[config.mk]
export PLATFORM = sky130hd
export DESIGN_NAME = keypad_controlador_senha_flat
export DESIGN_NICKNAME = d
export VERILOG_FILES = /design/src/rtl/keypad_controlador_senha_pkg.sv /design/src/rtl/keypad_controlador_senha_if.sv /design/src/rtl/keypad_controlador_senha_qualificador.sv /design/src/rtl/keypad_controlador_senha.sv /design/src/flat_wrapper.sv
export SDC_FILE = /design/constraint.sdc
export NUM_CORES = 1
export LEC_CHECK = 0
export ABC_AREA = 1
export CORE_MARGIN = 2
export CORE_UTILIZATION = 35
export CTS_CLUSTER_SIZE = 30
export DETAILED_ROUTE_END_ITERATION = 8
export PLACE_DENSITY = 0.62
export SYNTH_ARGS = -nofsm -noshare
export SYNTH_HDL_FRONTEND = slang
export SYNTH_SLANG_ARGS = --single-unit
export TNS_END_PERCENT = 1
[constraint.sdc]
create_clock -name clk -period 1.6 [get_ports clk]
set_input_delay 0.32 -clock clk [delete_from_list [all_inputs] [get_ports clk]]
set_output_delay 0.32 -clock clk [all_outputs]
set_load 0.1 [all_outputs]
[src/rtl/keypad_controlador_senha_pkg.sv]
// rtl/keypad_controlador_senha_pkg.sv - key codes, FSM states and digit decode for the password lock
package keypad_controlador_senha_pkg;

  localparam logic [4:0] T_0    = 5'd0;
  localparam logic [4:0] T_1    = 5'd1;
  localparam logic [4:0] T_2    = 5'd2;
  localparam logic [4:0] T_3    = 5'd3;
  localparam logic [4:0] T_4    = 5'd4;
  localparam logic [4:0] T_5    = 5'd5;
  localparam logic [4:0] T_6    = 5'd6;
  localparam logic [4:0] T_7    = 5'd7;
  localparam logic [4:0] T_8    = 5'd8;
  localparam logic [4:0] T_9    = 5'd9;
  localparam logic [4:0] T_A    = 5'd10;
  localparam logic [4:0] T_B    = 5'd11;
  localparam logic [4:0] T_C    = 5'd12;
  localparam logic [4:0] T_D    = 5'd13;
  localparam logic [4:0] T_ASTE = 5'd14;
  localparam logic [4:0] T_HASH = 5'd15;
  localparam logic [4:0] T_NULL = 5'd31;

  typedef enum logic [2:0] {
    ST_IDLE    = 3'd0,
    ST_ENTRY   = 3'd1,
    ST_CHECK   = 3'd2,
    ST_OPEN    = 3'd3,
    ST_PROGRAM = 3'd4,
    ST_ERROR   = 3'd5,
    ST_LOCKOUT = 3'd6
  } estado_t;

  typedef struct packed {
    logic       valido;
    logic [3:0] bcd;
  } digito_t;

  // Non-digit keys come back with valido = 0 and an out-of-range BCD value.
  function automatic digito_t tecla_para_bcd(input logic [4:0] tecla);
    digito_t r;
    if (tecla <= T_9) begin
      r.valido = 1'b1;
      r.bcd    = tecla[3:0];
    end else begin
      r.valido = 1'b0;
      r.bcd    = 4'hF;
    end
    return r;
  endfunction

endpackage

[src/rtl/keypad_controlador_senha_if.sv]
// rtl/keypad_controlador_senha_if.sv - keypad key input and lock status bundle
interface keypad_controlador_senha_if #(
  parameter int N_DIGITS = 4
);
  logic [4:0]            key;
  logic                  key_valid;
  logic [4:0]            key_code;
  logic [4*N_DIGITS-1:0] digits;
  logic [3:0]            n_digits;
  logic                  aberto;
  logic                  erro;
  logic                  bloqueado;
  logic [2:0]            estado;

  modport master (
    output key,
    input  key_valid, key_code, digits, n_digits, aberto, erro, bloqueado, estado
  );

  modport slave (
    input  key,
    output key_valid, key_code, digits, n_digits, aberto, erro, bloqueado, estado
  );
endinterface

[src/rtl/keypad_controlador_senha_qualificador.sv]
// rtl/keypad_controlador_senha_qualificador.sv - press/release handshake: one key_valid per stable press
module keypad_qualificador
  import keypad_controlador_senha_pkg::*;
#(
  parameter int HOLD_CYCLES = 1000
) (
  input  logic       clk,
  input  logic       rst_n,
  input  logic [4:0] key_i,
  output logic       key_valid_o,
  output logic [4:0] key_code_o
);
  localparam int            CW   = $clog2(HOLD_CYCLES + 1);
  localparam logic [CW-1:0] HOLD = CW'(HOLD_CYCLES);

  logic [4:0]    key_prev_q;
  logic [CW-1:0] cnt_q, cnt_d;
  logic          armed_q;
  logic          key_valid_q;
  logic [4:0]    key_code_q;
  logic          hit;

  // cnt_d is the run length of the current key value, saturating at HOLD.
  always_comb begin
    if (key_i != key_prev_q) begin
      cnt_d = CW'(1);
    end else if (cnt_q == HOLD) begin
      cnt_d = cnt_q;
    end else begin
      cnt_d = cnt_q + CW'(1);
    end
  end

  assign hit = (cnt_d == HOLD);

  always_ff @(posedge clk) begin
    if (!rst_n) begin
      key_prev_q  <= T_NULL;
      cnt_q       <= '0;
      armed_q     <= 1'b0;
      key_valid_q <= 1'b0;
      key_code_q  <= T_NULL;
    end else begin
      key_prev_q  <= key_i;
      cnt_q       <= cnt_d;
      key_valid_q <= 1'b0;
      if (hit && key_i == T_NULL) begin
        armed_q <= 1'b1;
      end else if (hit && armed_q) begin
        key_valid_q <= 1'b1;
        key_code_q  <= key_i;
        armed_q     <= 1'b0;
      end
    end
  end

  assign key_valid_o = key_valid_q;
  assign key_code_o  = key_code_q;
endmodule

[src/rtl/keypad_controlador_senha.sv]
// rtl/keypad_controlador_senha.sv - password lock: digit entry, code check, open/error/lockout timing
module keypad_controlador_senha
  import keypad_controlador_senha_pkg::*;
#(
  parameter int                  N_DIGITS    = 4,
  parameter int                  HOLD_CYCLES = 1000,
  parameter int                  OPEN_CYCLES = 50000000,
  parameter int                  ERR_CYCLES  = 25000000,
  parameter int                  MAX_TRIES   = 3,
  parameter int                  LOCK_CYCLES = 250000000,
  parameter logic [4*N_DIGITS-1:0] SENHA_RESET = 16'h1234
) (
  input logic                        clk,
  input logic                        rst_n,
  keypad_controlador_senha_if.slave  kp
);
  localparam int W       = 4 * N_DIGITS;
  localparam int MAX_CYC = (OPEN_CYCLES > ERR_CYCLES)
                         ? ((OPEN_CYCLES > LOCK_CYCLES) ? OPEN_CYCLES : LOCK_CYCLES)
                         : ((ERR_CYCLES > LOCK_CYCLES) ? ERR_CYCLES : LOCK_CYCLES);
  localparam int TW      = (MAX_CYC > 1) ? $clog2(MAX_CYC) : 1;
  localparam int RW      = $clog2(MAX_TRIES + 1);

  localparam logic [3:0]    N_FULL    = 4'(N_DIGITS);
  localparam logic [RW-1:0] TRIES_MAX = RW'(MAX_TRIES);
  localparam logic [TW-1:0] LD_OPEN   = TW'(OPEN_CYCLES - 1);
  localparam logic [TW-1:0] LD_ERR    = TW'(ERR_CYCLES - 1);
  localparam logic [TW-1:0] LD_LOCK   = TW'(LOCK_CYCLES - 1);

  logic          key_valid;
  logic [4:0]    key_code;
  digito_t       dig;
  estado_t       state_q, state_d;
  logic [W-1:0]  digits_q, digits_d, stored_q, stored_d, shifted;
  logic [3:0]    n_q, n_d;
  logic [RW-1:0] tries_q, tries_d, tries_inc;
  logic [TW-1:0] timer_q, timer_d;
  logic          aberto_q, erro_q, bloqueado_q;
  logic          full;

  keypad_qualificador #(
    .HOLD_CYCLES (HOLD_CYCLES)
  ) u_qualificador (
    .clk         (clk),
    .rst_n       (rst_n),
    .key_i       (kp.key),
    .key_valid_o (key_valid),
    .key_code_o  (key_code)
  );

  assign dig       = tecla_para_bcd(key_code);
  assign shifted   = (digits_q << 4) | W'(dig.bcd);
  assign full      = (n_q == N_FULL);
  assign tries_inc = (tries_q >= TRIES_MAX) ? tries_q : tries_q + RW'(1);

  // Timers load on state entry and count down; zero in a timed state means expiry,
  // which is tested before key_valid so a coincident key is dropped.
  always_comb begin
    state_d  = state_q;
    digits_d = digits_q;
    n_d      = n_q;
    stored_d = stored_q;
    tries_d  = tries_q;
    timer_d  = (timer_q != '0) ? timer_q - TW'(1) : timer_q;
    case (state_q)
      ST_IDLE: begin
        if (key_valid && dig.valido) begin
          digits_d = W'(dig.bcd);
          n_d      = 4'd1;
          state_d  = ST_ENTRY;
        end
      end
      ST_ENTRY, ST_PROGRAM: begin
        if (key_valid) begin
          if (dig.valido) begin
            if (!full) begin
              digits_d = shifted;
              n_d      = n_q + 4'd1;
            end
          end else if (key_code == T_ASTE) begin
            digits_d = '0;
            n_d      = '0;
            state_d  = ST_IDLE;
          end else if (key_code == T_HASH) begin
            if (state_q == ST_PROGRAM) begin
              if (full) begin
                stored_d = digits_q;
                digits_d = '0;
                n_d      = '0;
                state_d  = ST_IDLE;
              end
            end else if (full) begin
              state_d = ST_CHECK;
            end else begin
              tries_d  = tries_inc;
              digits_d = '0;
              n_d      = '0;
              timer_d  = LD_ERR;
              state_d  = ST_ERROR;
            end
          end
        end
      end
      ST_CHECK: begin
        digits_d = '0;
        n_d      = '0;
        if (digits_q == stored_q) begin
          tries_d = '0;
          timer_d = LD_OPEN;
          state_d = ST_OPEN;
        end else begin
          tries_d = tries_inc;
          if (tries_inc >= TRIES_MAX) begin
            timer_d = LD_LOCK;
            state_d = ST_LOCKOUT;
          end else begin
            timer_d = LD_ERR;
            state_d = ST_ERROR;
          end
        end
      end
      ST_OPEN: begin
        if (timer_q == '0) begin
          state_d = ST_IDLE;
        end else if (key_valid && key_code == T_A) begin
          timer_d = '0;
          state_d = ST_PROGRAM;
        end
      end
      ST_ERROR: begin
        if (timer_q == '0) state_d = ST_IDLE;
      end
      ST_LOCKOUT: begin
        if (timer_q == '0) begin
          tries_d = '0;
          state_d = ST_IDLE;
        end
      end
      default: state_d = ST_IDLE;
    endcase
  end

  always_ff @(posedge clk) begin
    if (!rst_n) begin
      state_q     <= ST_IDLE;
      digits_q    <= '0;
      n_q         <= '0;
      stored_q    <= SENHA_RESET;
      tries_q     <= '0;
      timer_q     <= '0;
      aberto_q    <= 1'b0;
      erro_q      <= 1'b0;
      bloqueado_q <= 1'b0;
    end else begin
      state_q     <= state_d;
      digits_q    <= digits_d;
      n_q         <= n_d;
      stored_q    <= stored_d;
      tries_q     <= tries_d;
      timer_q     <= timer_d;
      aberto_q    <= (state_d == ST_OPEN) || (state_d == ST_PROGRAM);
      erro_q      <= (state_d == ST_ERROR);
      bloqueado_q <= (state_d == ST_LOCKOUT);
    end
  end

  assign kp.key_valid = key_valid;
  assign kp.key_code  = key_code;
  assign kp.digits    = digits_q;
  assign kp.n_digits  = n_q;
  assign kp.aberto    = aberto_q;
  assign kp.erro      = erro_q;
  assign kp.bloqueado = bloqueado_q;
  assign kp.estado    = state_q;
endmodule

[src/flat_wrapper.sv]
// flat-port wrapper written by rule: the top's interface ports become plain ports
module keypad_controlador_senha_flat import keypad_controlador_senha_pkg::*;
#(
  parameter int                  N_DIGITS    = 4,
  parameter int                  HOLD_CYCLES = 1000,
  parameter int                  OPEN_CYCLES = 50000000,
  parameter int                  ERR_CYCLES  = 25000000,
  parameter int                  MAX_TRIES   = 3,
  parameter int                  LOCK_CYCLES = 250000000,
  parameter logic [4*N_DIGITS-1:0] SENHA_RESET = 16'h1234
)
  (clk, rst_n, kp_key, kp_key_valid, kp_key_code, kp_digits, kp_n_digits, kp_aberto, kp_erro, kp_bloqueado, kp_estado);
  keypad_controlador_senha_if #(.N_DIGITS(N_DIGITS)) kp_i ();
  input logic clk;
  input logic rst_n;
  input wire logic [$bits(kp_i.key)-1:0] kp_key;
  output wire logic [$bits(kp_i.key_valid)-1:0] kp_key_valid;
  output wire logic [$bits(kp_i.key_code)-1:0] kp_key_code;
  output wire logic [$bits(kp_i.digits)-1:0] kp_digits;
  output wire logic [$bits(kp_i.n_digits)-1:0] kp_n_digits;
  output wire logic [$bits(kp_i.aberto)-1:0] kp_aberto;
  output wire logic [$bits(kp_i.erro)-1:0] kp_erro;
  output wire logic [$bits(kp_i.bloqueado)-1:0] kp_bloqueado;
  output wire logic [$bits(kp_i.estado)-1:0] kp_estado;
  assign kp_i.key = kp_key;
  assign kp_key_valid = kp_i.key_valid;
  assign kp_key_code = kp_i.key_code;
  assign kp_digits = kp_i.digits;
  assign kp_n_digits = kp_i.n_digits;
  assign kp_aberto = kp_i.aberto;
  assign kp_erro = kp_i.erro;
  assign kp_bloqueado = kp_i.bloqueado;
  assign kp_estado = kp_i.estado;
  keypad_controlador_senha #(.N_DIGITS(N_DIGITS), .HOLD_CYCLES(HOLD_CYCLES), .OPEN_CYCLES(OPEN_CYCLES), .ERR_CYCLES(ERR_CYCLES), .MAX_TRIES(MAX_TRIES), .LOCK_CYCLES(LOCK_CYCLES), .SENHA_RESET(SENHA_RESET)) u_core (.clk(clk), .rst_n(rst_n), .kp(kp_i));
endmodule
# Word-level counts from Yosys, hierarchy flattened
# Index checks and enable logic that the tools add are counted.
# Widths: inputs -> output; s select.
# op_classes
n_addsub	4
multipliers	0
n_div	0
magnitude_cmp	3
n_eq_ne	31
shift	0
muxes	62
n_bitwise	5
n_reduce_logical	18
# op_table
operator	n
$mux 28	11
$mux 16	9
$pmux 28 s3	1
$pmux 16 s3	1
$mux 3	12
$mux 4	9
$logic_not 28->1	1
$reduce_bool 28->1	1
$sub 28x1->28 const B	1
$eq 10x10->1 const B	2
$mux 10	2
$mux 2	10
$eq 3x3->1 const B	6
$eq 16x16->1	1
$or 16x4->16	1
$eq 5x4->1 const B	3
$pmux 3 s5	1
$reduce_and 7->1	2
$pmux 4 s3	1
$add 10x1->10 const B	1
$ne 2x2->1 const B	5
$eq 3x2->1 const B	3
$reduce_and 8->1	1
$ne 2x1->1 const B	3
23 further kinds	35
# totals
regBits	94
latchBits	0
ramBits	0
mem_bits_ro	0
in_bits	7
out_inout_bits	32
word_cells	137
n_memories	0

# Logic depth before layout (Yosys ltp)
# depth
word_depth	10
mapped_depth	15
ltp_nobuf	15

# Modules after synthesis
# From an unflattened synthesis, not the netlist that was laid out.
# unflattened
cells_unflattened	886
hier_area_um2	5731.7
# modules_own_cells
module	instances	cells_per_inst	area_each_um2	seq_area_each_um2
keypad_controlador_senha	1	710	4476.8	1441.4
keypad_qualificador	1	176	1255.0	440.4

# Least setup slack after synthesis
# OpenSTA, ideal clock, no wires.
# synth_path
path_type	flip-flop to flip-flop
start	register u_core.state_q[1], in the netlist u_core.kp.estado[1]
end	register u_core.digits_q[14], in the netlist u_core.kp.digits[14]
setup_time_ps	115
arrival_time_ps	2338
t_required_ps	1485
slack_ps	-853
path_stages_with_launch	12
path_buffers	2
synth_period_minus_slack_ps	2453
cell_sequence	dfxtp_1 -> inv_2 -> nand2_1 -> nor2_2 -> nor2_8 -> nor2_1 -> nor3_2 -> nand3_2 -> buf_6 -> buf_8 -> o21ai_2 -> nor2_1
# synth_between
elab_chain_cells	7
word_cells_on_any_way	19
cone_classes	9 x eq/ne; 6 x mux; 4 x reduce/logical
# synth_rtl
item	line_no	source
from (decl)	keypad_controlador_senha.sv:33	estado_t state_q, state_d;
from (signal assigned)	keypad_controlador_senha.sv:155	state_q <= state_d;
$eq 3x3->1	keypad_controlador_senha.sv:65, keypad_controlador_senha.sv:85	
$mux 16	keypad_controlador_senha.sv:85	if (state_q == ST_PROGRAM) begin
$mux 16	keypad_controlador_senha.sv:84	end else if (key_code == T_HASH) begin
$mux 16	keypad_controlador_senha.sv:80	end else if (key_code == T_ASTE) begin
$mux 16	keypad_controlador_senha.sv:75	if (dig.valido) begin
$mux 16	keypad_controlador_senha.sv:74	if (key_valid) begin
$pmux 16 s3	keypad_controlador_senha.sv:65	case (state_q)
to (signal assigned)	keypad_controlador_senha.sv:156	digits_q <= digits_d;
to (decl)	keypad_controlador_senha.sv:34	logic [W-1:0] digits_q, digits_d, stored_q, stored_d, shifted;
# Parallel ways exist; a longest one is shown, timed or not. The select of a mux whose other input is x is not followed.
# A chain may end at the register's enable or synchronous reset.

# Final worst setup path
# layout_path
start	register u_core.u_qualificador.cnt_q[0]
end	register u_core.u_qualificador.key_code_q[1], in the netlist u_core.u_qualificador.key_code_o[1]
# layout_between
elab_chain_cells	7
word_cells_on_any_way	9
cone_classes	1 x add/sub; 2 x eq/ne; 2 x mux; 1 x bitwise; 3 x reduce/logical
# layout_rtl
item	line_no	source
from (decl)	keypad_controlador_senha_qualificador.sv:17	logic [CW-1:0] cnt_q, cnt_d;
from (signal assigned)	keypad_controlador_senha_qualificador.sv:45	cnt_q <= cnt_d;
$add 10x1->10 or $eq 10x10->1 (tied branches)	keypad_controlador_senha_qualificador.sv:30, keypad_controlador_senha_qualificador.sv:27	
$mux 10 (*)	keypad_controlador_senha_qualificador.sv:27	end else if (cnt_q == HOLD) begin
$mux 10 (*)	keypad_controlador_senha_qualificador.sv:25	if (key_i != key_prev_q) begin
$eq 10x10->1 (*)	keypad_controlador_senha_qualificador.sv:34	assign hit = (cnt_d == HOLD);
$logic_and 1x1->1	keypad_controlador_senha_qualificador.sv:47	if (hit && key_i == T_NULL) begin
$not 1->1 (no line)	n/a	
$reduce_and 2->1 (no line) (*)	n/a	
to (signal assigned)	keypad_controlador_senha_qualificador.sv:51	key_code_q <= key_i;
to (decl)	keypad_controlador_senha_qualificador.sv:20	logic [4:0] key_code_q;
# Mark *: on every way between the ends. The rest lies on a longest branch, timed or not.

==> impl_metrics.prom <==
# TYPE chip_impl_metric gauge
chip_impl_metric{name="setup_slack_of_the_worst_register_to_register_path",unit="ps"} -330
chip_impl_metric{name="dieWidth",unit="microns"} 126.9
chip_impl_metric{name="cts_htree_levels",unit=""} 3
chip_impl_metric{name="synth_warnings",unit=""} 0
chip_impl_metric{name="design.final.nets",unit=""} 1012
chip_impl_info{name="hp-start",value="kp_key[0]"} 1
chip_impl_metric{name="timing.final.max_slew_violations",unit=""} 0
chip_impl_info{name="ys.flop_type",value="sky130_fd_sc_hd__dfxtp_1"} 1
chip_impl_metric{name="postSynthRegisterBits",unit=""} 94
chip_impl_metric{name="clock_power_share",unit=""} 0.245
chip_impl_metric{name="grt_use_met2",unit=""} 0.3292
chip_impl_metric{name="synth-edff-count",unit=""} 0
chip_impl_metric{name="synth_area_per_cell",unit="sq um"} 6.697
chip_impl_info{name="rsz_0062_raised_after_global_routing",value="yes"} 1
chip_impl_metric{name="postLayoutCoreUtil",unit=""} 0.5706
chip_impl_metric{name="required",unit="ps"} 1830
chip_impl_metric{name="antenna_cells_inserted",unit=""} 0
chip_impl_metric{name="vias_per_cell",unit=""} 4.654
chip_impl_metric{name="clk_transition_reported_paths",unit="ps"} 70
chip_impl_metric{name="clock_skew",unit="ps"} 12.37
chip_impl_info{name="start_point_of_the_critical_path",value="u_core.u_qualificador.cnt_q[0]$_SDFF_PN0_"} 1
chip_impl_info{name="ys_top_cells_by_area",value="sky130_fd_sc_hd__dfxtp_1, sky130_fd_sc_hd__nand2_1, sky130_fd_sc_hd__nor2_1, sky130_fd_sc_hd__inv_1, sky130_fd_sc_hd__nand3_1"} 1
chip_impl_metric{name="worstSkewPairLatency",unit="ps"} 350
chip_impl_metric{name="pin_count_of_the_biggest_net_entering_global_routing",unit=""} 47
chip_impl_metric{name="clock.fmax",unit="GHz"} 0.5192
chip_impl_metric{name="final_critical_path_setup_slack",unit="ps"} -326.0
chip_impl_metric{name="die_area",unit="sq um"} 16100
chip_impl_metric{name="p_per_cell_area",unit="nW/um^2"} 1068
chip_impl_metric{name="power.static_leakage",unit="uW"} 0.004024
chip_impl_metric{name="grt_pass1_vias",unit=""} 5363
chip_impl_metric{name="asyncSetResetFlopFracSynth",unit=""} 0
chip_impl_metric{name="vdd_drop_max",unit="uV"} 639.1
chip_impl_metric{name="report.final.setup_viol",unit=""} 63
chip_impl_metric{name="grtUsageTotal",unit=""} 0.1866
chip_impl_metric{name="fillerInstances",unit=""} 1343
chip_impl_info{name="worst_path_max_delay_cell",value="sky130_fd_sc_hd__dfxtp_2"} 1
chip_impl_info{name="path_cells",value="ha_4 -> nand2_4 -> nor2_4 -> nand3_4 -> o21ai_2 -> nand2_2 -> nor2_2 -> nand3_2 -> nor2_4 -> nand3_4 -> nand2_2 -> nand3_2"} 1
chip_impl_metric{name="synth_top_area_frac",unit=""} 0.3561
chip_impl_metric{name="core_area",unit="sq um"} 14640
chip_impl_metric{name="cts.path.max_buffers",unit=""} 2
chip_impl_metric{name="power.combinational.fraction",unit=""} 0.449
chip_impl_metric{name="critical_path_depth",unit=""} 12
chip_impl_metric{name="synth_sequential_area_ratio",unit=""} 0.3561
chip_impl_metric{name="clock_sinks",unit=""} 94
chip_impl_metric{name="storage_element_area",unit="sq um"} 1952
chip_impl_metric{name="boundaryPins",unit=""} 39
chip_impl_info{name="worst_r2r_startpoint",value="u_core.u_qualificador.cnt_q[0]$_SDFF_PN0_"} 1
chip_impl_metric{name="drv.max_cap_violation_count",unit=""} 0
chip_impl_info{name="cts_tree",value="built"} 1
chip_impl_metric{name="hold_ws",unit="ps"} 345.2
chip_impl_info{name="class_of_the_most_critical_setup_path",value="register to register"} 1
chip_impl_metric{name="crit_fanout",unit=""} 5
chip_impl_metric{name="drtPass1Iterations",unit=""} 5
chip_impl_info{name="critical_path_s_top_delay_family",value="simple AND/OR/NAND/NOR gates"} 1
chip_impl_metric{name="cts_hold_buf",unit=""} 0
chip_impl_metric{name="dr.first_iter.drc_count",unit=""} 272
chip_impl_metric{name="hold_depth",unit=""} 3
chip_impl_info{name="cp-end-kind",value="register"} 1
chip_impl_metric{name="final_layout_size_suffix_gt1_frac",unit=""} 0.4024
chip_impl_metric{name="num_vias",unit=""} 5529
chip_impl_metric{name="max_slew.worst_pin.slew",unit="ps"} 455.4
chip_impl_metric{name="dieHeight",unit="microns"} 126.9
chip_impl_metric{name="cts_made_buffers",unit=""} 9
chip_impl_metric{name="placement.io_buffers",unit=""} 38
chip_impl_metric{name="final_cell_area",unit="sq um"} 8356
chip_impl_metric{name="internal_power",unit="uW"} 5661
chip_impl_metric{name="cp.arrival",unit="ps"} 2150
chip_impl_metric{name="grt_antenna_before_repair",unit=""} 0
chip_impl_metric{name="grt_overflow",unit=""} 0
chip_impl_metric{name="post_synth_inst_count",unit=""} 789
chip_impl_metric{name="ant_nets",unit=""} 0
chip_impl_metric{name="rows",unit=""} 44
chip_impl_metric{name="critical_path_buffers_and_inverters",unit=""} 0
chip_impl_info{name="top_usage_layer",value="met2"} 1
chip_impl_metric{name="gp_routability_congestion",unit=""} 0.9428
chip_impl_metric{name="critical_path.max_stage_delay",unit="ps"} 370
chip_impl_info{name="cts_root_buffer_type",value="sky130_fd_sc_hd__clkbuf_16"} 1
chip_impl_metric{name="min_period",unit="ps"} 1926
chip_impl_metric{name="dp_hpwl",unit="microns"} 10830
chip_impl_info{name="status",value="complete, but fails checks"} 1
chip_impl_info{name="critical_path_startpoint_category",value="register"} 1
chip_impl_metric{name="area.growth.synth_to_final",unit="%"} 58.13
chip_impl_metric{name="multiInputGateArea",unit="sq um"} 3332
chip_impl_metric{name="share_seq_of_total_power",unit=""} 0.306
chip_impl_metric{name="switching_share",unit=""} 0.3658
chip_impl_metric{name="syn_nets",unit=""} 802
chip_impl_info{name="failed_checks",value="setup timing"} 1
chip_impl_info{name="synthMostInstantiatedCell",value="sky130_fd_sc_hd__nand2_1"} 1
chip_impl_info{name="worstHoldPathType",value="primary input to register"} 1
chip_impl_metric{name="groute.layer.met1.usage",unit=""} 0.2274
chip_impl_metric{name="synthesis.area",unit="sq um"} 5284
chip_impl_metric{name="routed_wl",unit="microns"} 14700
chip_impl_metric{name="timing.final.hold_violations",unit=""} 0
chip_impl_metric{name="grt_pass1_wl",unit="microns"} 24390
chip_impl_metric{name="initial_core_util",unit=""} 0.3608
chip_impl_metric{name="post-route-period-util",unit=""} 1.204
chip_impl_metric{name="drc",unit=""} 0
chip_impl_metric{name="netSwitchingPower",unit="uW"} 3264
chip_impl_info{name="synthTopCellsByCount",value="sky130_fd_sc_hd__nand2_1, sky130_fd_sc_hd__nor2_1, sky130_fd_sc_hd__dfxtp_1"} 1
chip_impl_metric{name="slew_headroom",unit=""} 0.6953
chip_impl_metric{name="post_dp_cell_area",unit="sq um"} 7556
chip_impl_metric{name="worstRegToRegCells",unit=""} 12
chip_impl_metric{name="yosysUniqueCellTypes",unit=""} 43
chip_impl_info{name="synth_largest_area_cell",value="sky130_fd_sc_hd__dfxtp_1"} 1
chip_impl_metric{name="route.detailed.wl_per_inst",unit="microns"} 12.37
chip_impl_metric{name="grtUsageMet3",unit=""} 0.04682
sequential cells by signal, indices dropped and copies added, names as in the netlist, 2 cells and up:
signal and count:
u_core.u_qualificador.key_code_o 5, u_core.tries_q 2, u_core.timer_q 28, u_core.u_qualificador.key_prev_q 5
u_core.kp.digits 16, u_core.kp.estado 3, u_core.stored_q 16, u_core.u_qualificador.cnt_q 10
u_core.kp.n_digits 4
power by group through the flow:
stage / Clock (uW) / Combinational, uW / Sequential (uW)
2_1_floorplan: 0 / 1990 / 2770
3_3_place_gp: 0 / 3510 / 2750
3_5_place_dp: 0 / 3540 / 2750
4_1_cts: 2240 / 3750 / 2710
5_1_grt: 2340 / 4400 / 2760
6_report: 2180 / 4010 / 2740
metal layers:
layer,part of all wire,up-vias
met5,0,-
li1,-,2929
met4,0.015,0
met2,0.50,91
met1,0.45,2491
met3,0.034,18
worst paths after layout:
path,end
worst max register to register,u_core.u_qualificador.key_code_o[1]$_SDFFE_PN1P_
worst max-delay path,u_core.u_qualificador.key_code_o[1]$_SDFFE_PN1P_
worst min register to register,u_core.u_qualificador.key_valid_o$_SDFF_PP0_
worst min-delay path,u_core.u_qualificador.key_prev_q[0]$_SDFF_PN1_
tightest hold or removal path: cells and delay by family:
| family | cells | cell delay, ps |
|---|---|---|
| AND/OR/NAND/NOR | 1 | 50 |
| buffers and inverters | 2 | 300 |
metrics by stage:
step	setup TNS (ps)	power [uW]	setup WS [ps]	cells
after floorplan	-10260	4760	-207.1	789
final	-6634	8925	-326.0	1188
after global placement	-14360	6256	-558.4	1164
after global routing	-15900	9497	-442.7	1188
after detailed placement	-15310	6293	-622.7	1164
after CTS	-6312	8704	-223.4	1185
area by class of cell:
type | instances | share of cell area
clock buffer | 11 | 0.03040
tap | 184 | 0.02755
timing repair buffer | 215 | 0.2547
clock inverter | 5 | 0.005990
multi-input combinational | 574 | 0.3988
inverter | 105 | 0.04897
sequential | 94 | 0.2336
placed cells by master (no fill, tap or decap), drive strengths merged, types with 16 or more instances in the layout:
cell and count:
a21oi 45, buf 210, dfxtp 94, inv 106, nand2 193, nand3 51, nand4 17, nor2 143
nor3 16, o21ai 49, xor2 25
logic make-up after synthesis:
group / synth area share
simple gates: 0.3668
buf+inv: 0.09235
compound gates: 0.1158
flops: 0.3561
xor+xnor: 0.05470
fa+ha+maj: 0.01421
what timing repair did:
item / CTS / global route
pin swaps: 36 / 26
gates resized for setup: 58 / 70
buffers inserted: 5 / 3
endpoints found under the setup margin: 75 / 79
(Power assumes the default switching activity.)
